--- src/rtl/mastermind_pkg.sv ---
// Shared definitions for the Mastermind round controller: code geometry,
// controller state encoding, scorer phase encoding and a peg-count helper.
package mastermind_pkg;

  localparam int NUM_PEGS   = 4;
  localparam int COLOR_W    = 3;
  localparam int NUM_COLORS = 6;
  localparam int CODE_W     = NUM_PEGS * COLOR_W;

  typedef enum logic [2:0] {
    ST_START,
    ST_INPUT,
    ST_SCORE_B,
    ST_SCORE_W,
    ST_RESULT,
    ST_DONE_C,
    ST_DONE_NC
  } state_t;

  typedef enum logic [1:0] {
    SC_IDLE,
    SC_BLACK,
    SC_WHITE
  } scorePhase_t;

  // Number of pegs in a packed code that carry the given colour.
  function automatic logic [2:0] countColor(input logic [CODE_W-1:0] code,
                                            input logic [COLOR_W-1:0] color);
    logic [2:0] n;
    n = '0;
    for (int p = 0; p < NUM_PEGS; p++) begin
      if (code[p*COLOR_W +: COLOR_W] == color) n = n + 3'd1;
    end
    return n;
  endfunction

endpackage

--- src/rtl/mastermind_scorer.sv ---
// Sequential Mastermind scorer: four cycles of exact-match (black) counting,
// one peg per cycle, then six cycles of colour-overlap counting, one colour
// per cycle. o_done is raised in the last colour cycle while o_black/o_white
// already include that cycle's contribution, so the caller can register them.
module mastermind_scorer
  import mastermind_pkg::*;
(
  input  logic              i_clk,
  input  logic              i_resetN,
  input  logic              i_start,
  input  logic [CODE_W-1:0] i_guess,
  input  logic [CODE_W-1:0] i_answer,
  output logic              o_blackDone,
  output logic              o_done,
  output logic [2:0]        o_black,
  output logic [2:0]        o_white
);

  scorePhase_t r_phase;
  logic [2:0]  r_idx;
  logic [2:0]  r_black;
  logic [2:0]  r_sum;

  logic        w_pegMatch;
  logic [2:0]  w_guessCnt;
  logic [2:0]  w_ansCnt;
  logic [2:0]  w_minCnt;
  logic [2:0]  w_sumNext;

  // Per-cycle contributions: peg r_idx for black, colour r_idx for overlap.
  always_comb begin
    w_pegMatch = (i_guess[r_idx[1:0]*COLOR_W +: COLOR_W] ==
                  i_answer[r_idx[1:0]*COLOR_W +: COLOR_W]);
    w_guessCnt = countColor(i_guess, r_idx);
    w_ansCnt   = countColor(i_answer, r_idx);
    w_minCnt   = (w_guessCnt < w_ansCnt) ? w_guessCnt : w_ansCnt;
    w_sumNext  = r_sum + w_minCnt;
  end

  assign o_blackDone = (r_phase == SC_BLACK) && (r_idx == 3'd3);
  assign o_done      = (r_phase == SC_WHITE) && (r_idx == 3'(NUM_COLORS));
  assign o_black     = r_black;
  assign o_white     = w_sumNext - r_black;

  // Phase sequencing and accumulation; reset abandons any score in flight.
  always_ff @(posedge i_clk) begin
    if (!i_resetN) begin
      r_phase <= SC_IDLE;
      r_idx   <= '0;
      r_black <= '0;
      r_sum   <= '0;
    end else begin
      case (r_phase)
        SC_IDLE: begin
          if (i_start) begin
            r_phase <= SC_BLACK;
            r_idx   <= '0;
            r_black <= '0;
            r_sum   <= '0;
          end
        end
        SC_BLACK: begin
          r_black <= r_black + {2'b00, w_pegMatch};
          if (r_idx == 3'd3) begin
            r_phase <= SC_WHITE;
            r_idx   <= 3'd1;
          end else begin
            r_idx <= r_idx + 3'd1;
          end
        end
        SC_WHITE: begin
          r_sum <= w_sumNext;
          if (r_idx == 3'(NUM_COLORS)) begin
            r_phase <= SC_IDLE;
            r_idx   <= '0;
          end else begin
            r_idx <= r_idx + 3'd1;
          end
        end
        default: r_phase <= SC_IDLE;
      endcase
    end
  end

endmodule

--- src/rtl/mastermind_round_ctrl.sv ---
// Mastermind round controller: guess editing with a peg cursor, fixed-latency
// scoring through mastermind_scorer, feedback/history-row write and the
// win / out-of-guesses end states.
module mastermind_round_ctrl
  import mastermind_pkg::*;
#(
  parameter int MAX_GUESSES = 6
) (
  input  logic              Clk,
  input  logic              Reset,
  input  logic [CODE_W-1:0] correct_answer,
  input  logic [2:0]        current_color,
  input  logic              confirm_color,
  input  logic              check_guess,
  input  logic              BtnL,
  input  logic              BtnR,
  output logic [CODE_W-1:0] current_guess,
  output logic [1:0]        cursor,
  output logic [2:0]        guess_num,
  output logic [2:0]        black,
  output logic [2:0]        white,
  output logic              fb_valid,
  output logic              wr_en,
  output logic [2:0]        wr_addr,
  output logic [17:0]       wr_data,
  output logic              q_Start,
  output logic              q_Input,
  output logic              q_Score,
  output logic              q_DoneC,
  output logic              q_DoneNC
);

  localparam logic [2:0] LAST_GUESS = 3'(MAX_GUESSES - 1);

  state_t            r_state;
  logic [CODE_W-1:0] r_answer;
  logic [CODE_W-1:0] r_guess;
  logic [1:0]        r_cursor;
  logic [2:0]        r_guessNum;
  logic [2:0]        r_black;
  logic [2:0]        r_white;
  logic              r_fbValid;
  logic              r_wrEn;
  logic [2:0]        r_wrAddr;
  logic [17:0]       r_wrData;

  logic              w_allSet;
  logic              w_start;
  logic              w_blackDone;
  logic              w_scoreDone;
  logic [2:0]        w_black;
  logic [2:0]        w_white;

  // A guess may only be scored once every peg holds a colour.
  always_comb begin
    w_allSet = 1'b1;
    for (int p = 0; p < NUM_PEGS; p++) begin
      if (r_guess[p*COLOR_W +: COLOR_W] == '0) w_allSet = 1'b0;
    end
  end

  assign w_start = (r_state == ST_INPUT) && check_guess && w_allSet;

  mastermind_scorer u_scorer (
    .i_clk       (Clk),
    .i_resetN    (Reset),
    .i_start     (w_start),
    .i_guess     (r_guess),
    .i_answer    (r_answer),
    .o_blackDone (w_blackDone),
    .o_done      (w_scoreDone),
    .o_black     (w_black),
    .o_white     (w_white)
  );

  // Round state machine; pulses are prioritised check > confirm > L > R.
  always_ff @(posedge Clk) begin
    if (!Reset) begin
      r_state    <= ST_START;
      r_answer   <= '0;
      r_guess    <= '0;
      r_cursor   <= '0;
      r_guessNum <= '0;
      r_black    <= '0;
      r_white    <= '0;
      r_fbValid  <= 1'b0;
      r_wrEn     <= 1'b0;
      r_wrAddr   <= '0;
      r_wrData   <= '0;
    end else begin
      r_fbValid <= 1'b0;
      r_wrEn    <= 1'b0;
      case (r_state)
        ST_START: begin
          if (confirm_color || check_guess) begin
            r_state    <= ST_INPUT;
            r_answer   <= correct_answer;
            r_guess    <= '0;
            r_cursor   <= '0;
            r_guessNum <= '0;
          end
        end
        ST_INPUT: begin
          if (check_guess) begin
            if (w_allSet) r_state <= ST_SCORE_B;
          end else if (confirm_color) begin
            if (current_color != '0) begin
              r_guess[r_cursor*COLOR_W +: COLOR_W] <= current_color;
              if (r_cursor != 2'd3) r_cursor <= r_cursor + 2'd1;
            end
          end else if (BtnL) begin
            if (r_cursor != 2'd0) r_cursor <= r_cursor - 2'd1;
          end else if (BtnR) begin
            if (r_cursor != 2'd3) r_cursor <= r_cursor + 2'd1;
          end
        end
        ST_SCORE_B: begin
          if (w_blackDone) r_state <= ST_SCORE_W;
        end
        ST_SCORE_W: begin
          if (w_scoreDone) begin
            r_state   <= ST_RESULT;
            r_black   <= w_black;
            r_white   <= w_white;
            r_fbValid <= 1'b1;
            r_wrEn    <= 1'b1;
            r_wrAddr  <= r_guessNum;
            r_wrData  <= {w_white, w_black, r_guess};
          end
        end
        ST_RESULT: begin
          if (r_black == 3'(NUM_PEGS)) begin
            r_state <= ST_DONE_C;
          end else if (r_guessNum == LAST_GUESS) begin
            r_state <= ST_DONE_NC;
          end else begin
            r_guessNum <= r_guessNum + 3'd1;
            r_guess    <= '0;
            r_cursor   <= '0;
            r_state    <= ST_INPUT;
          end
        end
        ST_DONE_C, ST_DONE_NC: begin
          if (check_guess) r_state <= ST_START;
        end
        default: r_state <= ST_START;
      endcase
    end
  end

  assign current_guess = r_guess;
  assign cursor        = r_cursor;
  assign guess_num     = r_guessNum;
  assign black         = r_black;
  assign white         = r_white;
  assign fb_valid      = r_fbValid;
  assign wr_en         = r_wrEn;
  assign wr_addr       = r_wrAddr;
  assign wr_data       = r_wrData;
  assign q_Start       = (r_state == ST_START);
  assign q_Input       = (r_state == ST_INPUT);
  assign q_Score       = (r_state == ST_SCORE_B) || (r_state == ST_SCORE_W) ||
                         (r_state == ST_RESULT);
  assign q_DoneC       = (r_state == ST_DONE_C);
  assign q_DoneNC      = (r_state == ST_DONE_NC);

endmodule

--- config.mk ---
export PLATFORM = sky130hd
export DESIGN_NAME = mastermind_round_ctrl
export DESIGN_NICKNAME = d
export VERILOG_FILES = /design/src/rtl/mastermind_pkg.sv /design/src/rtl/mastermind_scorer.sv /design/src/rtl/mastermind_round_ctrl.sv
export SDC_FILE = /design/constraint.sdc
export NUM_CORES = 1
export LEC_CHECK = 0
export ABC_AREA = 1
export BUFFER_PORTS_ARGS = -buffer_cell sky130_fd_sc_hd__clkbuf_2
export CAP_MARGIN = 10
export CORE_MARGIN = 2
export CORE_UTILIZATION = 46
export DETAILED_ROUTE_END_ITERATION = 10
export PLACE_DENSITY = 0.76
export SETUP_SLACK_MARGIN = 0.2
export SYNTH_ARGS = -nofsm -noshare
export SYNTH_HDL_FRONTEND = slang
export SYNTH_SLANG_ARGS = --single-unit
--- constraint.sdc ---
create_clock -name Clk -period 9.4 [get_ports Clk]
set_input_delay 0.94 -clock Clk [delete_from_list [all_inputs] [get_ports Clk]]
set_output_delay 0.94 -clock Clk [all_outputs]
set_load 0.01 [all_outputs]
# After elaboration in Yosys (flattened, before gate mapping)
# Index checks and enable logic that the tools add are counted.
# Widths: inputs -> output; s select.
op_classes:
  n_mux: 56
  n_mul: 2
  reduce_logical: 32
  add_sub_neg: 14
  magnitude_cmp: 1
  eq_ne: 39
  shifts: 4
ops:
  columns: ["operator", "n"]
  rows:
  - ["$mux 12", 6]
  - ["$mux 3", 21]
  - ["$pmux 12 s3", 1]
  - ["$neg 4->34", 1]
  - ["$shift 3x34->12 const A", 1]
  - ["$shiftx 3x34->12", 1]
  - ["$eq 3x3->1", 9]
  - ["$mux 2", 13]
  - ["$shiftx 12x5->3", 2]
  - ["$add 3x1->3 const B", 6]
  - ["$eq 3x3->1 const B", 6]
  - ["$ne 2x2->1 const B", 9]
  - ["$pmux 3 s2", 3]
  - ["$pmux 3 s6", 1]
  - ["$logic_not 3->1", 5]
  - ["$bwmux 12", 1]
  - ["$ne 2x1->1 const B", 6]
  - ["$pmux 2 s3", 2]
  - ["$reduce_and 2->1", 6]
  - ["$eq 3x2->1 const B", 3]
  - ["$pmux 3 s3", 1]
  - ["$reduce_bool 3->1", 3]
  - ["$mul 2x2->4 const B", 2]
  - ["$reduce_and 8->1", 1]
  - ["23 further kinds", 38]
totals:
  regBits: 71
  out_inout_bits: 51

# Depth between registers and ports, before layout
logic_depth:
  word_depth: 12
  ltp_mapped: 32
  mapped_depth_nobuf: 31

# By module
# Synthesis repeated with hierarchy kept, for this count alone.
unflattened:
  hier_cells: 702
  hier_area_um2: 4575.6
modules_own_cells:
  columns: ["mod", "seq_area_each_um2", "area_each_um2", "cells_each", "n_inst"]
  rows:
  - ["mastermind_round_ctrl", 1081.0, 2875.3, 428, 1]
  - ["mastermind_scorer", 220.2, 1700.4, 274, 1]

# Least setup slack after synthesis
# OpenSTA, ideal clock, no wires.
synth_path:
  path_kind: "register -> register"
  start: "reg u_scorer.r_idx[0]"
  end: "reg r_white[2], in the netlist white[2]"
  period_less_slack_ns: 4.554
  n_path_buf: 1
  required_ns: 9.284
  path_slack_ns: 4.846
  arrival_ns: 4.438
  path_stages_with_launch: 30
  cell_sequence: "dfxtp_1 > inv_1 > buf_1 > nand2_1 > a22o_1 > nor2_1 > ha_1 > inv_1 > nand2_1 > nand2_1 > inv_1 > ha_1 > inv_1 > nor2_1 > xnor2_1 > inv_1 > ha_1 > inv_1 > a21oi_1 > nand2_1 > nand2_1 > nand2_1 > ha_1 > fa_1 > fa_1 > xnor2_1 > xor2_1 > nand2_1 > o211ai_1 > inv_1"
synth_between:
  elab_chain_cells: 12
  word_cells_on_any_way: 29
synth_lines:
  columns: ["element", "line_no", "rtl"]
  rows:
  - ["start: declaration", "mastermind_scorer.sv:20", "logic [2:0] r_idx;"]
  - ["start signal: assignment", "mastermind_scorer.sv:68", "r_idx <= r_idx + 3'd1;"]
  - ["start signal: assignment", "mastermind_scorer.sv:77", "r_idx <= r_idx + 3'd1;"]
  - ["$eq 3x3->1", "mastermind_pkg.sv:32", "if (code[p*COLOR_W +: COLOR_W] == color) n = n + 3'd1;"]
  - ["$mux 1", "mastermind_pkg.sv:32", null]
  - ["$add 1x1->2", "mastermind_pkg.sv:32", null]
  - ["$mux 3", "mastermind_pkg.sv:32", null]
  - ["$add 3x1->3", "mastermind_pkg.sv:32", null]
  - ["$mux 3", "mastermind_pkg.sv:32", null]
  - ["$add 3x1->3", "mastermind_pkg.sv:32", null]
  - ["$mux 3", "mastermind_pkg.sv:32", null]
  - ["$lt 3x3->1", "mastermind_scorer.sv:36", "w_minCnt = (w_guessCnt < w_ansCnt) ? w_guessCnt : w_ansCnt;"]
  - ["$mux 3", "mastermind_scorer.sv:36", null]
  - ["$add 3x3->3", "mastermind_scorer.sv:37", "w_sumNext = r_sum + w_minCnt;"]
  - ["$sub 3x3->3", "mastermind_scorer.sv:43", "assign o_white = w_sumNext - r_black;"]
  - ["end signal: assignment", "mastermind_round_ctrl.sv:124", "r_white <= w_white;"]
  - ["end: declaration", "mastermind_round_ctrl.sv:41", "logic [2:0] r_white;"]
# Parallel ways exist; a longest one is shown, timed or not.
# A chain may end at the register's enable or synchronous reset.

# Worst setup path after layout
# Ends and elaborated chain as after synthesis.

==> results.py <==
metrics = {
    "outcome": {
        "status": "completed",
    },
    "critical_path": {
        "cp.required_ns": 9.64,
        "crit_path_start_kind": "flop",
        "worstSetupEndpointType": "flop",
        "crit_start": "u_scorer.r_idx[0]",
        "rr_startpoint": "u_scorer.r_idx[0]",
        "reg2reg_to": "white[2]",
        "reg2reg_depth": 26,
        "arrival_ns": 5.45,
        "path_class": "reg2reg",
        "crit_fanout": 17,
        "crit_end": "white[2]",
        "r2r_setup_slack_ns": 4.19,
    },
    "floorplanning": {
        "die_w_um": 99.62,
        "coreArea_sq_um": 8806,
        "die_height_um": 99.62,
        "rows": 34,
        "die-area_sq_um": 9923,
        "num_io_pins": 72,
        "start_util_pct": 47.76,
    },
    "timing": {
        "hold_viol_final": 0,
        "final-max-slew-violation-count": 0,
        "fin_skew_ns": 0.01345,
        "worst_slew_pin_slew_ns": 0.8225,
        "rsz0062_at_grt": "no",
        "fin_crit_sh_pct": 55.40,
        "timing.setup.tns_ns": 0,
        "period_needed_ns": 5.208,
        "setup-violations-final": 0,
        "fmax_mhz": 192.0,
        "relSlewSlack_pct": 45.17,
    },
    "synth": {
        "synth-adder-area-share_pct": 9.283,
        "synthSimpleGateAreaFrac_pct": 27.13,
        "synth_xor_area_share_pct": 3.957,
        "syn_inst": 617,
        "synth_compound_area_share_pct": 17.11,
        "yosysWarningCount": 0,
        "synth_mux_area_share_pct": 0,
        "ys_ff_latch": 65,
        "synth-seq-area-share_pct": 30.94,
        "ys_types": 39,
        "synth_area_sq_um": 4205,
        "mappedNetlistNets": 668,
        "avgSynthCellArea_sq_um": 6.816,
        "synth_top_family_by_area": "simple AND/OR/NAND/NOR gates",
    },
    "final_layout": {
        "finalNetCount": 721,
        "area_growth_pct": 12.85,
        "fin_util_pct": 53.89,
        "antenna_cells": 0,
        "drive_gt1_share_pct": 17.04,
    },
    "placement": {
        "port_buffers": 71,
        "place.gp.congestion": 0.9539,
        "place_hpwl_mm": 8.036,
    },
    "cts": {
        "post_cts_resized": 0,
        "cts_tree": "built",
        "cts_sinks": 65,
        "hold_buffers": 0,
        "h-tree-depth": 3,
        "clk_path_buf_depth": 2,
        "path_clk_slew_ns": 0.08,
        "cts_buffers": 9,
        "clkLatencyLatePin_ns": 0.35,
        "post_cts_buffers": 0,
        "clockRootBuffer": "clkbuf_8",
    },
    "worst_hold_path": {
        "hold_depth": 2,
        "hold_path.class": "reg2reg",
    },
    "global_route": {
        "grt_pass1_wl_mm": 17.87,
        "grt_max_degree": 46,
        "grt_util_all_layers_pct": 22.08,
        "grt_pass1_vias": 3937,
        "antenna_found_initial": 0,
        "grt_overflow": 0,
    },
    "routing": {
        "ant_nets": 0,
        "drt_iter0_markers": 263,
        "drc": 0,
        "first_pass_iters": 5,
        "vias": 4105,
        "viasPerCell": 5.243,
        "wl_per_cell_um": 13.68,
        "routed_wl_mm": 10.71,
    },
    "run": {
        "drv_cap": 0,
    },
    "pwr": {
        "p_per_area_nw_per_um2": 370.5,
        "ir_worst_vdd_mv": 0.2490,
        "leakagePower_nw": 2.367,
    },
}
==> metrics by stage <==
stage / power [mW] / hold WS (ns) / setup slack (ns) / instances / instance area [sq um]
detailed placement: 1.487 / 0.4618 / 4.194 / 767 / 4519
finish: 1.758 / 0.4738 / 4.192 / 783 / 4746
global placement: 1.447 / 0.4545 / 4.490 / 767 / 4519
CTS: 1.767 / 0.4737 / 4.209 / 783 / 4746
global route: 1.974 / 0.5117 / 3.611 / 783 / 4746
floorplan: 1.247 / 0.4437 / 4.846 / 617 / 4205
==> worst max-delay path, stage by stage, from the launching register on <==
cell and delay, ns:
dfxtp_1 0.70, inv_1 0.38, nand2_1 0.17, nand3_1 0.08, nor2_1 0.17, inv_1 0.08, ha_1 0.21, o21ai_0 0.25
ha_1 0.19, inv_1 0.04, nor2_1 0.12, xnor2_1 0.15, inv_1 0.07, ha_1 0.28, inv_1 0.04, a21oi_1 0.19
nand2_1 0.10, nand2_1 0.06, nand2_1 0.05, ha_1 0.21, fa_1 0.51, fa_1 0.45, xnor2_1 0.20, xor2_1 0.16
nand2_1 0.06, o211ai_1 0.10, inv_1 0.06
==> where the power goes <==
part,switching (mW),total (mW),internal [mW]
registers,0.0721,0.404,0.332
clock network,0.120,0.271,0.151
logic,0.688,1.08,0.396
==> cell usage in the layout, fill, tap and decap left out, drive strengths merged, types with 2 or more instances in the layout <==
cell type | Yosys | final
nand2 | 146 | 146
inv | 82 | 83
clkbuf | 11 | 80
nor2 | 68 | 68
dfxtp | 65 | 65
o21ai | 59 | 59
a21oi | 51 | 51
nand3 | 29 | 29
ha | 28 | 28
nor3 | 13 | 13
xnor2 | 10 | 10
xor2 | 9 | 9
o211ai | 7 | 7
nand4 | 7 | 7
o21a | 3 | 3
clkinv | 0 | 3
o22ai | 2 | 2
a22o | 2 | 2
fa | 2 | 2
bufinv | 0 | 2
==> cell type report <==
type,count,area [sq um]
clock buffers,9,123.9
well taps,108,135.1
fillers,843,4060
repair buffers,71,355.3
inverters,82,310.3
multi-input cells,441,2417
flip-flops and latches,65,1301
clock inverters,7,102.6
==> sequential cells by signal, summed over array words and instances, names as in the netlist <==
| signal | flops |
|---|---|
| black | 2 |
| current_guess | 12 |
| cursor | 2 |
| guess_num | 3 |
| r_answer | 12 |
| r_state | 3 |
| u_scorer.o_black | 3 |
| u_scorer.r_idx | 3 |
| u_scorer.r_phase | 2 |
| u_scorer.r_sum | 3 |
| white | 3 |
| wr_addr | 3 |
| wr_data | 13 |
| wr_en | 1 |
==> logic make-up (layout without fill, tap and decap cells) <==
| logic type | count (synthesis) | after routing |
|---|---|---|
| AND/OR/NAND/NOR | 265 | 265 |
| AO/OA/AOI/OAI | 127 | 127 |
| buffers and inverters | 111 | 169 |
| flip-flops | 65 | 65 |
| adder cells (fa/ha/maj) | 30 | 30 |
| XOR/XNOR | 19 | 19 |
==> metal layers <==
layer | wire, um | vias to the layer above | part of all wire (%) | global-route usage [%]
met5 | 0 | - | 0 | 0
met2 | 5281 | 115 | 49 | 38.25
li1 | - | 2083 | - | -
met1 | 4803 | 1891 | 45 | 27.55
met4 | 180 | 0 | 1.7 | 8.641
met3 | 444 | 16 | 4.1 | 3.303
==> cells in the mapped netlist, drive strengths merged <==
cell       n  area share (%)
a211oi     1            0.18
a21oi     51             6.8
a22o       2            0.42
buf       18             3.2
clkbuf    11            0.98
dfxtp     65              31
fa         2            0.95
ha        28             8.3
inv       82             7.4
nand2    146              14
nand3     29             3.6
nand3b     1            0.18
nand4      7             1.0
nor2      68             6.8
nor3      13             1.9
nor4       1            0.15
o2111ai    1            0.21
o211a      1            0.24
o211ai     7             1.2
o21a       3            0.54
o21ai     59             7.2
o22ai      2            0.30
xnor2     10             2.1
xor2       9             1.9
==> worst min path at each step <==
stage          slack (ns)               from                end
2_1_floorplan        0.44        r_answer[0]        r_answer[0]
3_3_place_gp         0.45  u_scorer.r_sum[0]  u_scorer.r_sum[0]
3_5_place_dp         0.46  u_scorer.r_sum[0]  u_scorer.r_sum[0]
4_1_cts              0.47  u_scorer.r_sum[0]  u_scorer.r_sum[0]
5_1_grt              0.51  u_scorer.r_sum[0]  u_scorer.r_sum[0]
6_report             0.47  u_scorer.r_sum[0]  u_scorer.r_sum[0]
Note: power is estimated with default switching activity, not from simulation.
